`config.mk`:
```
export PLATFORM = sky130hd
export DESIGN_NAME = ext_bus_sequencer
export DESIGN_NICKNAME = d
export VERILOG_FILES = /design/src/rtl/ext_bus_pkg.sv /design/src/rtl/rr_arb2.sv /design/src/rtl/ext_bus_sequencer.sv
export SDC_FILE = /design/constraint.sdc
export NUM_CORES = 1
export LEC_CHECK = 0
export ABC_CLOCK_PERIOD_IN_PS = 2000
export CAP_MARGIN = 25
export CORE_ASPECT_RATIO = 1.2
export CORE_UTILIZATION = 45
export CTS_BUF_LIST = sky130_fd_sc_hd__clkbuf_2 sky130_fd_sc_hd__clkbuf_4 sky130_fd_sc_hd__clkbuf_8
export DETAILED_ROUTE_END_ITERATION = 6
export PLACE_DENSITY_LB_ADDON = 0.05
export SLEW_MARGIN = 20
export SYNTH_ARGS = -nofsm -noshare
export SYNTH_HDL_FRONTEND = slang
export SYNTH_SLANG_ARGS = --single-unit
export TNS_END_PERCENT = 5
```
`constraint.sdc`:
```
create_clock -name clk -period 2 [get_ports clk]
set_input_delay 0.2 -clock clk [delete_from_list [all_inputs] [get_ports clk]]
set_output_delay 0.2 -clock clk [all_outputs]
set_load 0.005 [all_outputs]
```
`src/rtl/ext_bus_pkg.sv`:
```
// Shared types and constants for the external byte-serial bus sequencer.
package ext_bus_pkg;

  localparam int BYTE_W = 8;
  localparam int WORD_W = 32;

  typedef enum logic [3:0] {
    ST_IDLE,
    ST_A0,
    ST_A1,
    ST_A2,
    ST_A3,
    ST_TURN,
    ST_R0,
    ST_R1,
    ST_R2,
    ST_R3,
    ST_DONE
  } seq_state_e;

  // Byte k of a 32-bit word, least significant byte first.
  function automatic logic [BYTE_W-1:0] byte_lane(input logic [WORD_W-1:0] word,
                                                  input logic [1:0]        k);
    return word[{k, 3'b000} +: BYTE_W];
  endfunction

endpackage

```
`src/rtl/rr_arb2.sv`:
```
// Two-requester round-robin arbiter: one-hot grant, pointer moves only on accept.
module rr_arb2 #(
  parameter int unsigned RR_INIT = 0
) (
  input  logic       clk,
  input  logic       rst_n,
  input  logic [1:0] req_i,
  input  logic       accept_i,
  output logic [1:0] gnt_o
);

  // 1 = requester 1 was served last, so requester 0 wins the next tie.
  logic last_q;

  // Grant decode: lone requester wins, a tie goes to whoever was not served last.
  always_comb begin
    gnt_o = 2'b00;
    unique case (req_i)
      2'b01:   gnt_o = 2'b01;
      2'b10:   gnt_o = 2'b10;
      2'b11:   gnt_o = last_q ? 2'b01 : 2'b10;
      default: gnt_o = 2'b00;
    endcase
  end

  // Remember the served requester whenever the sequencer takes a grant.
  always_ff @(posedge clk or negedge rst_n) begin
    if (!rst_n) begin
      last_q <= (RR_INIT == 0);
    end else if (accept_i) begin
      last_q <= gnt_o[1];
    end
  end

endmodule

```
`src/rtl/ext_bus_sequencer.sv`:
```
// Arbitrates two word requesters onto an 8-bit multiplexed pad bus:
// four address bytes, then either done (write) or turnaround plus four
// read bytes. Define SEQ_WAIT_EN to add the ext_wait stall input.
module ext_bus_sequencer
  import ext_bus_pkg::*;
#(
  parameter int unsigned RR_INIT     = 0,
  parameter int unsigned TURN_CYCLES = 1
) (
  input  logic              clk,
  input  logic              rst_n,
`ifdef SEQ_WAIT_EN
  input  logic              ext_wait,
`endif
  input  logic              r0_req,
  input  logic              r0_we,
  input  logic [WORD_W-1:0] r0_addr,
  input  logic [WORD_W-1:0] r0_wdata,
  output logic              r0_ack,
  input  logic              r1_req,
  input  logic              r1_we,
  input  logic [WORD_W-1:0] r1_addr,
  input  logic [WORD_W-1:0] r1_wdata,
  output logic              r1_ack,
  output logic [WORD_W-1:0] rdata,
  output logic [BYTE_W-1:0] pad_addr,
  output logic [BYTE_W-1:0] pad_dout,
  output logic [BYTE_W-1:0] pad_oe,
  input  logic [BYTE_W-1:0] pad_din,
  output logic              busy
);

  seq_state_e              state_q;
  logic [1:0]              turn_cnt_q;
  logic                    gnt_q;      // 1 = requester 1 owns the transfer
  logic                    we_q;
  logic [WORD_W-1:0]       addr_q;
  logic [WORD_W-1:0]       wdata_q;
  logic [3*BYTE_W-1:0]     cap_q;      // bytes 0..2 of the read in flight
  logic [WORD_W-1:0]       rdata_q;
  logic [1:0]              ack_q;
  logic [BYTE_W-1:0]       pad_addr_q;
  logic [BYTE_W-1:0]       pad_dout_q;
  logic [BYTE_W-1:0]       pad_oe_q;

  logic [1:0]              grant;
  logic                    accept;
  logic                    hold_w;
  logic                    win_we;
  logic [WORD_W-1:0]       win_addr;
  logic [WORD_W-1:0]       win_wdata;
  seq_state_e              seq_next;
  logic [1:0]              lane_next;

`ifdef SEQ_WAIT_EN
  assign hold_w = ext_wait;
`else
  assign hold_w = 1'b0;
`endif

  assign accept = (state_q == ST_IDLE) && (grant != 2'b00);

  rr_arb2 #(
    .RR_INIT (RR_INIT)
  ) u_arb (
    .clk      (clk),
    .rst_n    (rst_n),
    .req_i    ({r1_req, r0_req}),
    .accept_i (accept),
    .gnt_o    (grant)
  );

  assign win_we    = grant[1] ? r1_we    : r0_we;
  assign win_addr  = grant[1] ? r1_addr  : r0_addr;
  assign win_wdata = grant[1] ? r1_wdata : r0_wdata;

  // Successor state and byte lane for the in-order byte phases.
  always_comb begin
    seq_next  = ST_IDLE;
    lane_next = 2'd0;
    unique case (state_q)
      ST_A0:   begin seq_next = ST_A1; lane_next = 2'd1; end
      ST_A1:   begin seq_next = ST_A2; lane_next = 2'd2; end
      ST_A2:   begin seq_next = ST_A3; lane_next = 2'd3; end
      ST_R0:   seq_next = ST_R1;
      ST_R1:   seq_next = ST_R2;
      ST_R2:   seq_next = ST_R3;
      default: ;
    endcase
  end

  // Sequencer FSM; pad outputs and acks are loaded for the state being entered.
  always_ff @(posedge clk or negedge rst_n) begin
    if (!rst_n) begin
      state_q    <= ST_IDLE;
      turn_cnt_q <= 2'd0;
      gnt_q      <= 1'b0;
      we_q       <= 1'b0;
      addr_q     <= '0;
      wdata_q    <= '0;
      cap_q      <= '0;
      rdata_q    <= '0;
      ack_q      <= 2'b00;
      pad_addr_q <= '0;
      pad_dout_q <= '0;
      pad_oe_q   <= '0;
    end else begin
      ack_q <= 2'b00;
      unique case (state_q)
        ST_IDLE: begin
          if (accept) begin
            state_q    <= ST_A0;
            gnt_q      <= grant[1];
            we_q       <= win_we;
            addr_q     <= win_addr;
            wdata_q    <= win_wdata;
            pad_addr_q <= byte_lane(win_addr, 2'd0);
            pad_dout_q <= win_we ? byte_lane(win_wdata, 2'd0) : '0;
            pad_oe_q   <= {BYTE_W{win_we}};
          end
        end
        ST_A0, ST_A1, ST_A2: begin
          if (!hold_w) begin
            state_q    <= seq_next;
            pad_addr_q <= byte_lane(addr_q, lane_next);
            pad_dout_q <= we_q ? byte_lane(wdata_q, lane_next) : '0;
          end
        end
        ST_A3: begin
          if (!hold_w) begin
            pad_addr_q <= '0;
            pad_dout_q <= '0;
            pad_oe_q   <= '0;
            if (we_q) begin
              state_q <= ST_DONE;
              ack_q   <= {gnt_q, ~gnt_q};
            end else begin
              state_q    <= ST_TURN;
              turn_cnt_q <= 2'(TURN_CYCLES - 1);
            end
          end
        end
        ST_TURN: begin
          if (!hold_w) begin
            if (turn_cnt_q == 2'd0) begin
              state_q <= ST_R0;
            end else begin
              turn_cnt_q <= turn_cnt_q - 2'd1;
            end
          end
        end
        ST_R0, ST_R1, ST_R2: begin
          if (!hold_w) begin
            state_q <= seq_next;
            cap_q   <= {pad_din, cap_q[3*BYTE_W-1:BYTE_W]};
          end
        end
        ST_R3: begin
          if (!hold_w) begin
            state_q <= ST_DONE;
            rdata_q <= {pad_din, cap_q};
            ack_q   <= {gnt_q, ~gnt_q};
          end
        end
        ST_DONE: begin
          state_q <= ST_IDLE;
        end
        default: begin
          state_q <= ST_IDLE;
        end
      endcase
    end
  end

  assign r0_ack   = ack_q[0];
  assign r1_ack   = ack_q[1];
  assign rdata    = rdata_q;
  assign pad_addr = pad_addr_q;
  assign pad_dout = pad_dout_q;
  assign pad_oe   = pad_oe_q;
  assign busy     = (state_q != ST_IDLE);

endmodule

```
* Word-level counts from Yosys, hierarchy flattened
Index checks and enable logic that the tools add are counted.
Storage, ports and cells: output and inout bits 59, flip-flop bits (word level) 155, input bits 142
Cells by class: eq/ne operators 16, bitwise operators 1, multiplexer cells 24, shift-type cells 2, add/subtract/negate cells 1, reductions and logical operators 16
Operator list (count):
- two-way mux 32 bit | 2
- variable part select 32 x 6 -> 8 bit | 2
- one-hot mux 8 bit (3 select lines) | 2
- two-way mux 8 bit | 5
- one-hot mux 4 bit (6 select lines) | 1
- one-hot mux 4 bit (5 select lines) | 1
- == test 4 x 3 -> 1 bit, second input constant | 4
- one-hot mux 8 bit (2 select lines) | 1
- two-way mux 4 bit | 3
- one-hot mux 2 bit (3 select lines) | 2
- == test 4 x 2 -> 1 bit, second input constant | 2
- == test 4 bit, second input constant | 2
- two-way mux 2 bit | 4
- != test 2 bit, second input constant | 4
- one-hot mux 2 bit (2 select lines) | 2
- AND reduction 2 bit | 4
- nonzero test 2 bit | 3
- OR reduction 3 bit | 2
- OR reduction 6 bit | 1
- == test 2 bit, second input constant | 2
- == test 4 x 1 -> 1 bit, second input constant | 1
- logical NOT 4 bit | 1
- nonzero test 4 bit | 1
- AND reduction 3 bit | 1
- other kinds (7) | 7

* Longest topological paths before layout
Gate-level depths: netlist of run 1.
depth after elaboration 6, mapped depth 7

* By module
Synthesis of run 1 repeated with hierarchy kept, for this count alone.
Unflattened totals: cell total of the unflattened synthesis 560, area total of the unflattened synthesis 6299.8 µm²
Modules (own cells, without submodules):
- ext_bus_sequencer | sequential area each 3278.1 µm², area each 6236.0 µm², cells an instance 555, times used 1
- rr_arb2 | sequential area each 26.3 µm², area each 63.8 µm², cells an instance 5, times used 1

* Worst setup path before layout of run 1
OpenSTA, ideal clock, no wires.
path kind register to register, from register state_q[1], to register cap_q[10], required time 1.875 ns, arrival 1.553 ns, path slack 0.323 ns, clock period less this slack 1.677 ns, stages on the path, launching flop included 6, setup time 0.125 ns, cell sequence dfrtp_1 buf_2 buf_2 a22oi_2 buf_4 mux2_2
On the way: longest elaborated chain between the ends 2, elaborated cells between the ends (all ways) 4, those cells by class eq/ne: 3; reduce/logical: 1
Ends and longest elaborated chain:
- from (decl) | RTL line ext_bus_sequencer.sv:33 | seq_state_e state_q;
- from (signal assigned) | RTL line ext_bus_sequencer.sv:124 | state_q <= seq_next;
- from (signal assigned) | RTL line ext_bus_sequencer.sv:154 | state_q <= seq_next;
- == test 4 x 3 -> 1 bit or == test 4 bit (tied branches) | RTL line ext_bus_sequencer.sv:109 | unique case (state_q)
- OR reduction 3 bit (*) | RTL line ext_bus_sequencer.sv:109
- to (signal assigned) | RTL line ext_bus_sequencer.sv:155 | cap_q <= {pad_din, cap_q[3*BYTE_W-1:BYTE_W]};
- to (decl) | RTL line ext_bus_sequencer.sv:39 | logic [3*BYTE_W-1:0] cap_q;
Mark *: on every way between the ends. The rest lies on a longest branch, timed or not. A chain may end at the register's enable or synchronous reset.

* Worst setup path in the final report of run 1
from register state_q[0], to output port busy
On the way: longest elaborated chain between the ends 1
Ends and longest elaborated chain:
- nonzero test 4 bit | RTL line ext_bus_sequencer.sv:181 | assign busy = (state_q != ST_IDLE);
- to (decl) | RTL line ext_bus_sequencer.sv:30 | output logic busy
Every way passes these cells.

==> results.json, run 1 <==
{
  "ys.flop_type": "dfrtp_1",
  "root_buffer": "clkbuf_8",
  "dp_cells": 875,
  "yosysMostFrequentCell": "dfrtp_1",
  "setup_viol": 0,
  "grtUsageTotal": 0.210,
  "status": "complete, no violations",
  "start_kind": "flop",
  "dp_hpwl_mm": 10.7,
  "tritoncts": "built",
  "grt_use_met2": 0.374,
  "holdWs_ns": 0.268,
  "grt_max_degree": 51,
  "portBuffers": 200,
  "use_met1": 0.249,
  "seq_area_frac_synth": 0.538,
  "ys_top_cells_by_count": "dfrtp_1 (131), mux2i_1 (75), nand2_1 (65)",
  "path_clk_slew_ns": 0.08,
  "wl_per_cell_um": 15.6,
  "nets": 870,
  "routed_wl_mm": 14.1,
  "cp-startpoint": "state_q[0]$_DFFE_PN0P_",
  "num_rows": 46,
  "synth.area.top_cells": "dfrtp_1 (53%), mux2i_1 (12%), mux2_2 (12%)",
  "finClkSkew_ns": 0.0139,
  "vias": 4622,
  "yosys_warnings": 0,
  "cts_buffers": 17,
  "gp_congestion": 0.811,
  "start_util": 0.462,
  "cp_max_fo": 7,
  "antenna_cells": 0,
  "yosysTopAreaCellShare": 0.533,
  "drive_gt1_frac": 0.180,
  "coreArea_um2": 13300,
  "crit_required_ns": 1.80,
  "ys_types": 39,
  "rrSetupSlack_ns": 0.21,
  "cts_sinks": 132,
  "worstMarginPinSlew_ns": 0.636,
  "maxCapViolCount": 0,
  "drtIter0Drc": 204,
  "synthArstFlopShare": 1.00,
  "avgSynthCellArea_um2": 11.7,
  "p_leak_uw": 0.00387,
  "arrival_ns": 1.70,
  "cp-end-kind": "primary output",
  "ios": 201,
  "antenna_found_initial": 0,
  "area_delta_synth_final_pct": 44.9,
  "r2r-end": "cap_q[0]$_DFFE_PN0P_",
  "critical_path_class": "reg -> out",
  "stdcell_count": 908,
  "overflow": 0,
  "die_w_um": 109,
  "ant_nets": 0,
  "grt-busiest-layer": "met2",
  "finalPower_uw": 12800,
  "min_period_ns": 1.90,
  "fp.dieArea_um2": 14100,
  "ff2ff_path_depth": 5,
  "postSynthCellCount": 525,
  "rr_startpoint": "state_q[3]$_DFFE_PN0P_",
  "use_met3": 0.0490,
  "finalInstanceArea_um2": 8900,
  "drv_slew": 0,
  "clk_latency_ns": 0.43,
  "htree_levels": 4,
  "hold_viol": 0,
  "cts_max_path_buffers": 2,
  "synth_area_leader_cell": "dfrtp_1",
  "drt_pre_antenna_iters": 4,
  "min_path_type": "in -> async",
  "ys_seq_elements": 132,
  "maxSlewHeadroom": 0.575,
  "postPlaceCellArea_um2": 8440,
  "fmax_ghz": 0.526,
  "first_global_vias": 4744,
  "synth_edf_count": 0,
  "drc": 0,
  "peakVddDrop_v": 0.000793,
  "die_h_um": 130,
  "vias_per_cell": 5.09,
  "grt_pass1_wl_mm": 22.6,
  "power_density_nw_per_um2": 1440,
  "syn-cell-area_um2": 6140,
  "period_share": 0.951,
  "synth_nets": 668
}
[stage by stage]
step / util / setup slack (ns) / TNS [ns]
floorplan: - / 0.323 / 0
global placement: 0.635 / 0.122 / 0
detailed placement: 0.635 / 0.0355 / 0
CTS: 0.669 / 0.0593 / 0
global route: 0.670 / -0.00857 / -0.00857
finish: 0.670 / 0.0978 / 0
[flip-flops by register name (all words and copies together), names as in the netlist, 2 cells and up]
register,flops
rdata,32
ack_q,2
cap_q,24
state_q,4
wdata_q,24
turn_cnt_q,2
pad_dout,8
pad_addr,8
addr_q,24
[timing repair]
item                                    in CTS  in global routing
gates resized for setup                      1                  2
endpoints found under the setup margin       1                  1
hold buffers                                 1                  0
buffers inserted                             0                  0
gates cloned                                 0                  0
endpoints found under the hold margin       47                  0
[worst max-delay path: stages (launching register included)]
cell	delay, ns
dfrtp_1	0.46
nor2_1	0.07
buf_4	0.16
nand2_1	0.07
clkdlybuf4s50_1	0.52
[cell usage in the layout (no fill, tap or decap), types with 2 or more instances in the layout]
cell type | Yosys | final
nand2_1 | 65 | 65
mux2_2 | 64 | 64
buf_12 | 0 | 9
mux2i_1 | 75 | 75
inv_6 | 0 | 5
a31oi_1 | 2 | 2
buf_4 | 13 | 19
clkdlybuf4s50_1 | 0 | 199
clkbuf_8 | 0 | 18
dfrtp_1 | 131 | 130
a221o_1 | 8 | 8
a22o_1 | 8 | 8
bufinv_16 | 0 | 4
inv_1 | 3 | 3
nor2_1 | 18 | 17
a21oi_1 | 11 | 11
o21ai_1 | 4 | 4
o21bai_1 | 2 | 2
o21ai_0 | 55 | 55
nand2b_1 | 3 | 3
o22ai_1 | 9 | 9
clkinv_4 | 0 | 2
nor2b_1 | 3 | 3
[where the power goes]
group          switching, µW  internal, µW
Combinational           2310          3220
Sequential               796          3980
Clock                   1060          1430
[per-layer routing]
metal | up-vias | wire length, µm | share of wire
met5 | - | 0 | 0
met1 | 2212 | 5850 | 0.41
met3 | 8 | 644 | 0.046
met4 | 0 | 114 | 0.0081
met2 | 134 | 7520 | 0.53
li1 | 2268 | - | -
[logic make-up (layout without fill, tap and decap cells)]
kind of cell / Yosys count / after routing / share of synthesized area
mux: 139 / 139 / 0.239
compound gates: 106 / 106 / 0.108
fa+ha+maj: 1 / 1 / 0.00204
buf+inv: 49 / 264 / 0.0438
simple gates: 98 / 98 / 0.0692
flops: 132 / 132 / 0.538
[worst max-delay path by stage]
stage	slack [ns]	cells after the start	endpoint
detailed placement	0.04	5	pad_dout[2]$_DFFE_PN0P_
finish	0.1	4	busy
global route	-0.009	4	busy
CTS	0.06	3	busy
global placement	0.12	5	pad_dout[2]$_DFFE_PN0P_
floorplan	0.32	5	cap_q[10]$_DFFE_PN0P_
[area by class of cell]
cell class | instances | area (µm²)
clock buffer | 19 | 255
clock inverter | 13 | 194
fill | 1045 | 4390
inverter | 3 | 11.3
multi-input combinational | 344 | 2590
sequential | 132 | 3310
tap | 168 | 210
timing repair buffer | 229 | 2340
No activity file was read; power rests on OpenSTA's default activity.
==> inputs of run 2 (changes only) <==
--- a/config.mk
+++ b/config.mk
@@ -12,7 +12,7 @@
 export CTS_BUF_LIST = sky130_fd_sc_hd__clkbuf_2 sky130_fd_sc_hd__clkbuf_4 sky130_fd_sc_hd__clkbuf_8
 export DETAILED_ROUTE_END_ITERATION = 6
 export PLACE_DENSITY_LB_ADDON = 0.05
-export SLEW_MARGIN = 20
+export SLEW_MARGIN = 15
 export SYNTH_ARGS = -nofsm -noshare
 export SYNTH_HDL_FRONTEND = slang
 export SYNTH_SLANG_ARGS = --single-unit
==> results of run 2 <==
The final DEF is identical to that of run 1; final timing and power are the same.
==> inputs of run 3 (changes only) <==
--- a/config.mk
+++ b/config.mk
@@ -11,6 +11,7 @@
 export CORE_UTILIZATION = 45
 export CTS_BUF_LIST = sky130_fd_sc_hd__clkbuf_2 sky130_fd_sc_hd__clkbuf_4 sky130_fd_sc_hd__clkbuf_8
 export DETAILED_ROUTE_END_ITERATION = 6
+export MAX_ROUTING_LAYER = met4
 export PLACE_DENSITY_LB_ADDON = 0.05
 export SLEW_MARGIN = 15
 export SYNTH_ARGS = -nofsm -noshare
==> run 3 against run 2 <==
Clock power about the same. Via count about the same. Routed wire length about the same. Die area unchanged. Sequential share of layout area unchanged. Setup slack better by 0.0019 ns. Combinational power about the same. Hold slack better by 0.00088 ns. Utilization unchanged. Cell count unchanged. Register-to-register slack about the same. Critical endpoint unchanged.
==> results.json, run 3 (synthesis gave the netlist of run 1 again) <==
{
  "status": "complete, no violations",
  "arrival_ns": 1.70,
  "htree_levels": 4,
  "area_delta_synth_final_pct": 44.9,
  "worstMarginPinSlew_ns": 0.635,
  "ff2ff_path_depth": 5,
  "dp_slack_ns": 0.0355,
  "gp_congestion": 0.823,
  "multi_input_area_um2": 2590,
  "nets": 870,
  "p_comb_frac": 0.432,
  "coreArea_um2": 13300,
  "grt_max_degree": 51,
  "cts_buffers": 17,
  "drive_gt1_frac": 0.180,
  "setup_viol": 0,
  "fmax_ghz": 0.526,
  "overflow": 0,
  "rr_startpoint": "state_q[3]$_DFFE_PN0P_",
  "dp_cells": 875,
  "cts_max_path_buffers": 2,
  "min_period_ns": 1.90,
  "die_h_um": 130,
  "p_switching_uw": 4170,
  "timing.final.ws_setup_ns": 0.0997,
  "num-fill-cells": 1045,
  "grtUsageTotal": 0.216,
  "rrSetupSlack_ns": 0.21,
  "grt_pass1_wl_mm": 22.6,
  "hold_viol": 0,
  "path_clk_slew_ns": 0.08,
  "critical_path_class": "reg -> out",
  "start_kind": "flop",
  "min_path_type": "in -> async",
  "cp-end-kind": "primary output",
  "finalPower_uw": 12800,
  "portBuffers": 200,
  "root_buffer": "clkbuf_8",
  "first_global_vias": 4758,
  "power.share.sequential": 0.373,
  "drtIter0Drc": 213,
  "vias": 4625,
  "period_share": 0.950,
  "dp_hpwl_mm": 10.7,
  "maxCapViolCount": 0,
  "tritoncts": "built",
  "holdWs_ns": 0.269,
  "stdcell_count": 908,
  "power_frac_clock": 0.195,
  "antenna_cells": 0,
  "clk_latency_ns": 0.43,
  "fp.dieArea_um2": 14100,
  "drc": 0,
  "antenna_found_initial": 0,
  "p_leak_uw": 0.00387,
  "maxSlewHeadroom": 0.576,
  "largest_reg_flops": 32,
  "wl_per_cell_um": 15.6,
  "power_switching_share": 0.326,
  "seqCellArea_um2": 3310,
  "cp_max_fo": 7,
  "vias_per_cell": 5.09,
  "crit_required_ns": 1.80,
  "cts_sinks": 132,
  "drt_pre_antenna_iters": 4,
  "die_w_um": 109,
  "r2r-end": "cap_q[0]$_DFFE_PN0P_",
  "ant_nets": 0,
  "intPower_uw": 8620,
  "peakVddDrop_v": 0.000793,
  "start_util": 0.462,
  "routed_wl_mm": 14.1,
  "drv_slew": 0,
  "ios": 201,
  "layout_commonest_cell": "clkdlybuf4s50_1",
  "num_rows": 46,
  "final_cell_mix": "clkdlybuf4s50_1 (199), dfrtp_1 (130), mux2i_1 (75), nand2_1 (65), mux2_2 (64)",
  "power_density_nw_per_um2": 1440,
  "finClkSkew_ns": 0.0144
}
run 3: cell counts in the layout (fill, tap and decap cells not counted):
No cell type changed its count.
run 3: worst max-delay path: stages (launching register included):
cell             delay, ns
dfrtp_1               0.46
nor2_1                0.07
buf_4                 0.16
nand2_1               0.07
clkdlybuf4s50_1       0.52
run 3: layout make-up:
cell class / instances / area share
Inverter: 3 / 0.00126
Clock inverter: 13 / 0.0218
Tap cell: 168 / 0.0236
Timing Repair Buffer: 229 / 0.262
Clock buffer: 19 / 0.0287
Sequential cell: 132 / 0.371
Multi-Input combinational cell: 344 / 0.291
run 3: metrics by stage:
step / util / setup TNS [ns] / area, µm²
floorplan: - / 0 / 6140
global placement: 0.635 / 0 / 8440
detailed placement: 0.635 / 0 / 8440
CTS: 0.669 / 0 / 8900
global route: 0.670 / -0.00857 / 8900
finish: 0.670 / 0 / 8900
run 3: metal layers:
metal  vias up  global-route usage  part of all wire
met2       128               0.373              0.54
met5         -                   -                 0
met3         6              0.0460             0.040
met1      2224               0.252              0.42
met4         0              0.0652            0.0070
li1       2267                   -                 -
run 3: worst max-delay path by stage:
stage                      startpoint                       to  slack, ns  depth (start not counted)
6_report       state_q[0]$_DFFE_PN0P_                     busy        0.1                          4
5_1_grt        state_q[0]$_DFFE_PN0P_                     busy     -0.009                          4
4_1_cts        state_q[2]$_DFFE_PN0P_                     busy       0.06                          3
3_5_place_dp                   r1_req  pad_dout[2]$_DFFE_PN0P_       0.04                          5
3_3_place_gp                   r1_req  pad_dout[2]$_DFFE_PN0P_       0.12                          5
2_1_floorplan  state_q[1]$_DFFE_PN0P_    cap_q[10]$_DFFE_PN0P_       0.32                          5
run 3: what timing repair did:
action	4_1_cts	5_1_grt
gates resized for setup	1	2
setup endpoints to repair	1	1
pin swaps	0	0
setup buffers	0	0
endpoints found under the hold margin	47	0
hold buffers	1	0
run 3: power groups by stage:
| stage | Sequential, µW | Clock [µW] | Combinational (µW) |
|---|---|---|---|
| after floorplan | 4610 | 0 | 3290 |
| after global placement | 4750 | 0 | 5440 |
| after detailed placement | 4810 | 0 | 5590 |
| after CTS | 4770 | 2550 | 5610 |
| after global routing | 4960 | 2680 | 6090 |
| final | 4770 | 2490 | 5530 |
